--- src/rtl/bcmp_seq.sv ---
// bcmp_seq: bit-serial RISC-V branch comparator.
// Operands are scanned one bit per cycle, MSB first. The first differing
// bit decides lt/gt; the MSB of a signed compare has inverted sense.
// With EARLY_EXIT=1 the scan stops at that bit; with EARLY_EXIT=0 it always
// walks all WIDTH bits so the latency does not depend on the operand data.
// resp_valid is raised one cycle after entering DONE, which gives a result
// latency of 1+scan_cycles cycles after the accepting edge.
module bcmp_seq #(
    parameter int WIDTH      = 32,
    parameter int EARLY_EXIT = 1
) (
    input  logic                     clk,
    input  logic                     rst,
    input  logic                     req_valid,
    output logic                     req_ready,
    input  logic [WIDTH-1:0]         a,
    input  logic [WIDTH-1:0]         b,
    input  logic [2:0]               funct3,
    output logic                     resp_valid,
    input  logic                     resp_ready,
    output logic                     taken,
    output logic                     lt,
    output logic                     eq,
    output logic                     gt,
    output logic                     illegal,
    output logic [$clog2(WIDTH):0]   scan_cycles
);

    localparam int IDX_W = $clog2(WIDTH);
    localparam int CW    = IDX_W + 1;
    localparam logic [IDX_W-1:0] IDX_MSB  = IDX_W'(WIDTH - 1);
    localparam logic [IDX_W-1:0] IDX_ZERO = IDX_W'(0);
    localparam logic [IDX_W-1:0] IDX_ONE  = IDX_W'(1);
    localparam logic [CW-1:0]    CNT_ZERO = CW'(0);
    localparam logic [CW-1:0]    CNT_ONE  = CW'(1);

    typedef enum logic [1:0] {
        S_IDLE = 2'd0,
        S_SCAN = 2'd1,
        S_DONE = 2'd2
    } state_t;

    // funct3 010 and 011 have no branch meaning
    function automatic logic f_is_illegal(input logic [2:0] f3);
        f_is_illegal = (f3 == 3'b010) || (f3 == 3'b011);
    endfunction

    // BLT and BGE compare two's-complement values
    function automatic logic f_is_signed(input logic [2:0] f3);
        f_is_signed = (f3 == 3'b100) || (f3 == 3'b101);
    endfunction

    // Branch condition from the comparison flags
    function automatic logic f_taken(input logic [2:0] f3, input logic is_lt, input logic is_eq);
        case (f3)
            3'b000:  f_taken = is_eq;
            3'b001:  f_taken = !is_eq;
            3'b100:  f_taken = is_lt;
            3'b110:  f_taken = is_lt;
            3'b101:  f_taken = !is_lt;
            3'b111:  f_taken = !is_lt;
            default: f_taken = 1'b0;
        endcase
    endfunction

    state_t             r_state;
    logic [WIDTH-1:0]   r_a;
    logic [WIDTH-1:0]   r_b;
    logic [2:0]         r_funct3;
    logic [IDX_W-1:0]   r_idx;
    logic [CW-1:0]      r_scan_cycles;
    logic               r_found;
    logic               r_found_lt;
    logic               r_req_ready;
    logic               r_resp_valid;
    logic               r_taken;
    logic               r_lt;
    logic               r_eq;
    logic               r_gt;
    logic               r_illegal;

    logic               w_a_bit;
    logic               w_b_bit;
    logic               w_diff;
    logic               w_bit_lt;
    logic               w_res_lt;
    logic               w_res_eq;
    logic               w_res_gt;
    logic               w_last;

    // Per-cycle bit compare and the result the scan would latch this cycle
    always_comb begin
        w_a_bit  = r_a[r_idx];
        w_b_bit  = r_b[r_idx];
        w_diff   = w_a_bit ^ w_b_bit;
        if (f_is_signed(r_funct3) && (r_idx == IDX_MSB)) begin
            w_bit_lt = w_a_bit;
        end else begin
            w_bit_lt = w_b_bit;
        end
        if (r_found) begin
            w_res_lt = r_found_lt;
            w_res_eq = 1'b0;
        end else if (w_diff) begin
            w_res_lt = w_bit_lt;
            w_res_eq = 1'b0;
        end else begin
            w_res_lt = 1'b0;
            w_res_eq = 1'b1;
        end
        w_res_gt = !w_res_lt && !w_res_eq;
        if (EARLY_EXIT != 0) begin
            w_last = w_diff || (r_idx == IDX_ZERO);
        end else begin
            w_last = (r_idx == IDX_ZERO);
        end
    end

    // Control FSM with operand, index, counter and result registers
    always_ff @(posedge clk) begin
        if (!rst) begin
            r_state       <= S_IDLE;
            r_a           <= {WIDTH{1'b0}};
            r_b           <= {WIDTH{1'b0}};
            r_funct3      <= 3'b000;
            r_idx         <= IDX_ZERO;
            r_scan_cycles <= CNT_ZERO;
            r_found       <= 1'b0;
            r_found_lt    <= 1'b0;
            r_req_ready   <= 1'b1;
            r_resp_valid  <= 1'b0;
            r_taken       <= 1'b0;
            r_lt          <= 1'b0;
            r_eq          <= 1'b0;
            r_gt          <= 1'b0;
            r_illegal     <= 1'b0;
        end else begin
            case (r_state)
                S_IDLE: begin
                    r_resp_valid <= 1'b0;
                    if (req_valid) begin
                        r_a           <= a;
                        r_b           <= b;
                        r_funct3      <= funct3;
                        r_idx         <= IDX_MSB;
                        r_scan_cycles <= CNT_ZERO;
                        r_found       <= 1'b0;
                        r_found_lt    <= 1'b0;
                        r_req_ready   <= 1'b0;
                        r_taken       <= 1'b0;
                        r_lt          <= 1'b0;
                        r_eq          <= 1'b0;
                        r_gt          <= 1'b0;
                        if (f_is_illegal(funct3)) begin
                            r_illegal <= 1'b1;
                            r_state   <= S_DONE;
                        end else begin
                            r_illegal <= 1'b0;
                            r_state   <= S_SCAN;
                        end
                    end else begin
                        r_req_ready <= 1'b1;
                    end
                end
                S_SCAN: begin
                    r_scan_cycles <= r_scan_cycles + CNT_ONE;
                    if (w_diff && !r_found) begin
                        r_found    <= 1'b1;
                        r_found_lt <= w_bit_lt;
                    end else begin
                        r_found    <= r_found;
                    end
                    if (w_last) begin
                        r_lt    <= w_res_lt;
                        r_eq    <= w_res_eq;
                        r_gt    <= w_res_gt;
                        r_taken <= f_taken(r_funct3, w_res_lt, w_res_eq);
                        r_state <= S_DONE;
                    end else begin
                        r_idx   <= r_idx - IDX_ONE;
                    end
                end
                S_DONE: begin
                    if (r_resp_valid && resp_ready) begin
                        r_resp_valid <= 1'b0;
                        r_req_ready  <= 1'b1;
                        r_state      <= S_IDLE;
                    end else begin
                        r_resp_valid <= 1'b1;
                    end
                end
                default: begin
                    r_resp_valid <= 1'b0;
                    r_req_ready  <= 1'b1;
                    r_state      <= S_IDLE;
                end
            endcase
        end
    end

    assign req_ready   = r_req_ready;
    assign resp_valid  = r_resp_valid;
    assign taken       = r_taken;
    assign lt          = r_lt;
    assign eq          = r_eq;
    assign gt          = r_gt;
    assign illegal     = r_illegal;
    assign scan_cycles = r_scan_cycles;

endmodule
--- config.mk ---
export PLATFORM = sky130hd
export DESIGN_NAME = bcmp_seq
export DESIGN_NICKNAME = d
export VERILOG_FILES = /design/src/rtl/bcmp_seq.sv
export SDC_FILE = /design/constraint.sdc
export NUM_CORES = 1
export LEC_CHECK = 0
export ABC_CLOCK_PERIOD_IN_PS = 5200
export CORE_ASPECT_RATIO = 1.25
export CORE_MARGIN = 3
export CORE_UTILIZATION = 55
export DETAILED_ROUTE_END_ITERATION = 16
export GPL_TIMING_DRIVEN = 1
export PLACE_DENSITY = 0.85
export SETUP_SLACK_MARGIN = 0.02
export SYNTH_ARGS = -nofsm -noshare
export SYNTH_HDL_FRONTEND = slang
export SYNTH_SLANG_ARGS = --single-unit
export TNS_END_PERCENT = 50
--- constraint.sdc ---
create_clock -name clk -period 5.2 [get_ports clk]
set_clock_uncertainty 0.05 [all_clocks]
set_input_delay 1.04 -clock clk [delete_from_list [all_inputs] [get_ports clk]]
set_output_delay 1.04 -clock clk [all_outputs]
set_load 0.05 [all_outputs]
==> flow_summary.yaml <==
logic_synthesis:
  synth_compound_area_share_pct: 18.2
  yosysMostFrequentCell: "nand2_1"
  seq_area_frac_synth_pct: 44.2
  synth_top_cells_by_count: "nand2_1, dfxtp_1, a21oi_1"
  synthMuxAreaShare_pct: 9.05
  ys_warn_count: 0
  ys.flop_type: "dfxtp_1"
  ys_ff_latch: 89
  synth_xor_area_share_pct: 0.868
  synthArstFlopShare_pct: 0
  synth_adder_area_share_pct: 1.24
  avgSynthCellArea_um2: 8.25
  syn-num-nets: 564
  post_synth_and_or_nand_nor_area_fraction_pct: 21.6
  netlist_instances: 489
  synth_area_um2: 4040
  synth_area_leaders: "dfxtp_1, nand2_1, a21oi_1, mux4_2, clkbuf_1"
  ys_types: 55
  synth_edf_count: 0
  synth_top_family_by_area: "simple AND/OR/NAND/NOR gates"
  yosysTopAreaCellShare_pct: 44.2
  yosys.area.top_type: "dfxtp_1"
floorplan:
  io_pins: 84
  core_um2: 7060
  num_rows: 34
  die_h_um: 102
  die_w_um: 82.6
  die-area_um2: 8410
  start_util_pct: 57.1
timing:
  final-setup-viol-count: 0
  drv_slew: 0
  rsz0062_at_grt: "false"
  clock.fmax_mhz: 287
  fin_tns_setup_ns: 0
  max_slew_margin_pct: 21.4
  fin_crit_ns: 3.48
  timing.final.crit_share_pct: 67.0
  tightestPinTransition_ns: 1.18
  hold_slack_ns: 0.404
  finalHoldViolations: 0
worst_setup_path:
  critical_path_arrival_ns: 3.63
  cpPeakStageDelay_ns: 0.77
  path_depth: 9
  crit_type: "register to register"
  crit_chain: "buf_4 -> mux4_2 -> a2bb2oi_1 -> a211o_1 -> o211a_2 -> nor2_2 -> nand3_1 -> xnor2_1 -> a21oi_1"
  r2r_slack_ns: 1.72
  slowest_stage: "dfxtp_1"
  cp_max_fo: 16
  r2r-end: "r_idx[0]$_SDFFE_PN0P_"
  cp_top_family: "flip-flops"
  reg2reg_depth: 9
  crit_path_end: "r_idx[0]$_SDFFE_PN0P_"
  critPathLaunch: "r_idx[1]$_SDFFE_PN0P_"
  crit_path_end_kind: "register"
  start_kind: "register"
  rr_startpoint: "r_idx[1]$_SDFFE_PN0P_"
  path_buf_inv: 1
  cp.required_ns: 5.35
worst_hold_path:
  hold_path_class: "register to register"
  hold_depth: 2
pwr:
  peakVddDrop_v: 0.000237
  switching_share_pct: 30.6
  combPwrFrac_pct: 24.0
  seq_power_share_pct: 48.7
  power.leakage_nw: 1.81
  power_frac_clock_pct: 27.3
  cellPowerDensity_nw_per_um2: 331
  internal_power_mw: 1.15
  p_switching_mw: 0.508
placement:
  hpwl_um: 6690
  placed_cells: 628
  portBuffers: 83
  dpl_cell_area_um2: 4830
  place_congestion: 0.820
cts:
  cts.repair.resized: 0
  cts_tree: "yes"
  cts.sinks: 89
  htreeDepth: 3
  clk_pin_slew_ns: 0.08
  ctsHoldBuffers: 0
  post_cts_buffers: 0
  numCtsBuffers: 9
  clk_latency_ns: 0.35
  root_buffer: "clkbuf_8"
  clockBufferDepth: 2
route:
  drtAntennaViolNets: 0
  drtIter0Drc: 226
  wire_per_inst_um: 14.7
  drc: 0
  vias: 3643
  drt-pass1-iter-count: 6
  drt_wl_total_um: 9420
  routed_via_density: 5.67
run_status:
  status: "complete, no violations"
finish:
  drive_gt1_share_pct: 7.25
  fin_cells: 642
  diodes: 0
  fin_area_um2: 5020
  fin_nets: 624
  nFillCells: 562
  syn_to_final_growth_pct: 24.3
grt:
  grt-ovfl-total: 0
  first_global_vias: 3408
  grt_pass1_wl_um: 15000
  grtUsageTotal_pct: 22.9
  grt_max_degree: 74
  antenna_found_initial: 0
job:
  drv_cap: 0
worst min-delay path by stage:
stage | start | to
final | r_b[20]$_SDFFE_PN0P_ | r_b[20]$_SDFFE_PN0P_
after global routing | r_b[23]$_SDFFE_PN0P_ | r_b[23]$_SDFFE_PN0P_
after CTS | r_b[15]$_SDFFE_PN0P_ | r_b[15]$_SDFFE_PN0P_
after detailed placement | r_b[15]$_SDFFE_PN0P_ | r_b[15]$_SDFFE_PN0P_
after global placement | r_b[29]$_SDFFE_PN0P_ | r_b[29]$_SDFFE_PN0P_
after floorplan | r_b[9]$_SDFFE_PN0P_ | r_b[9]$_SDFFE_PN0P_
kinds of logic (layout without fill, tap and decap cells):
family	count (synthesis)	after routing
mux	23	23
simple gates	206	206
flops	89	89
xor+xnor	4	4
compound gates	120	120
buf+inv	43	106
fa+ha+maj	4	4
layout by cell type (no fill, tap or decap), types with 2 or more instances in the layout:
master / instances
nand2_1: 151
dfxtp_1: 89
clkdlybuf4s50_1: 83
a21oi_1: 82
nor2_1: 13
clkbuf_8: 10
mux4_2: 9
mux2i_1: 8
nand3_1: 8
a22oi_1: 6
nand4_1: 6
inv_1: 5
nor2b_1: 5
xnor2_1: 4
or3_1: 4
ha_1: 4
mux2_1: 3
a211oi_1: 3
o21ai_0: 3
o21a_1: 3
nor3_1: 3
buf_4: 3
nand3b_1: 2
and3_1: 2
mux2_2: 2
a221oi_1: 2
a31oi_1: 2
a2bb2oi_1: 2
and2_1: 2
o221ai_1: 2
or2_2: 2
flip-flops by register name, indices dropped and copies added (netlist names):
signal,count
r_a,32
r_b,32
scan_cycles,6
r_idx,5
r_funct3,3
r_state,2
eq,1
gt,1
illegal,1
lt,1
r_found,1
r_found_lt,1
req_ready,1
resp_valid,1
taken,1
metal layers:
| metal | track usage (%) | up-vias | part of all wire, % |
|---|---|---|---|
| met5 | 0 | - | 0 |
| met1 | 26.7 | 1716 | 39 |
| met4 | 8.18 | 0 | 2.1 |
| met3 | 5.60 | 20 | 4.3 |
| li1 | - | 1806 | - |
| met2 | 40.4 | 101 | 55 |
through the flow:
stage                     power [mW]  util, %  setup WS, ns
after detailed placement        1.22     68.4          1.78
after CTS                       1.66     71.0          1.75
after global placement          1.20     68.4          1.86
after floorplan                 1.10        -          2.66
after global routing            1.74     71.0          1.51
final                           1.66     71.0          1.72
layout make-up:
type | count | area [um^2] | area share, %
Multi-Input combinational cell | 357 | 2060 | 41.1
Sequential cell | 89 | 1780 | 35.5
Timing Repair Buffer | 86 | 853 | 17.0
Clock buffer | 11 | 141 | 2.82
Tap cell | 90 | 113 | 2.24
Clock inverter | 3 | 42.5 | 0.848
Inverter | 6 | 22.5 | 0.449
worst reg2reg max path: stages, from the launching register on:
cell and delay [ns]:
dfxtp_1 0.77, buf_4 0.30, mux4_2 0.50, a2bb2oi_1 0.14, a211o_1 0.37, o211a_2 0.16, nor2_2 0.50, nand3_1 0.22
xnor2_1 0.22, a21oi_1 0.08
power groups by stage:
| stage | Sequential [mW] | Combinational, mW | Clock (mW) |
|---|---|---|---|
| 6_report | 0.809 | 0.399 | 0.453 |
| 5_1_grt | 0.817 | 0.437 | 0.488 |
| 4_1_cts | 0.808 | 0.399 | 0.458 |
| 3_5_place_dp | 0.823 | 0.395 | 0 |
| 3_3_place_gp | 0.820 | 0.381 | 0 |
| 2_1_floorplan | 0.798 | 0.305 | 0 |
(Power assumes the default switching activity.)
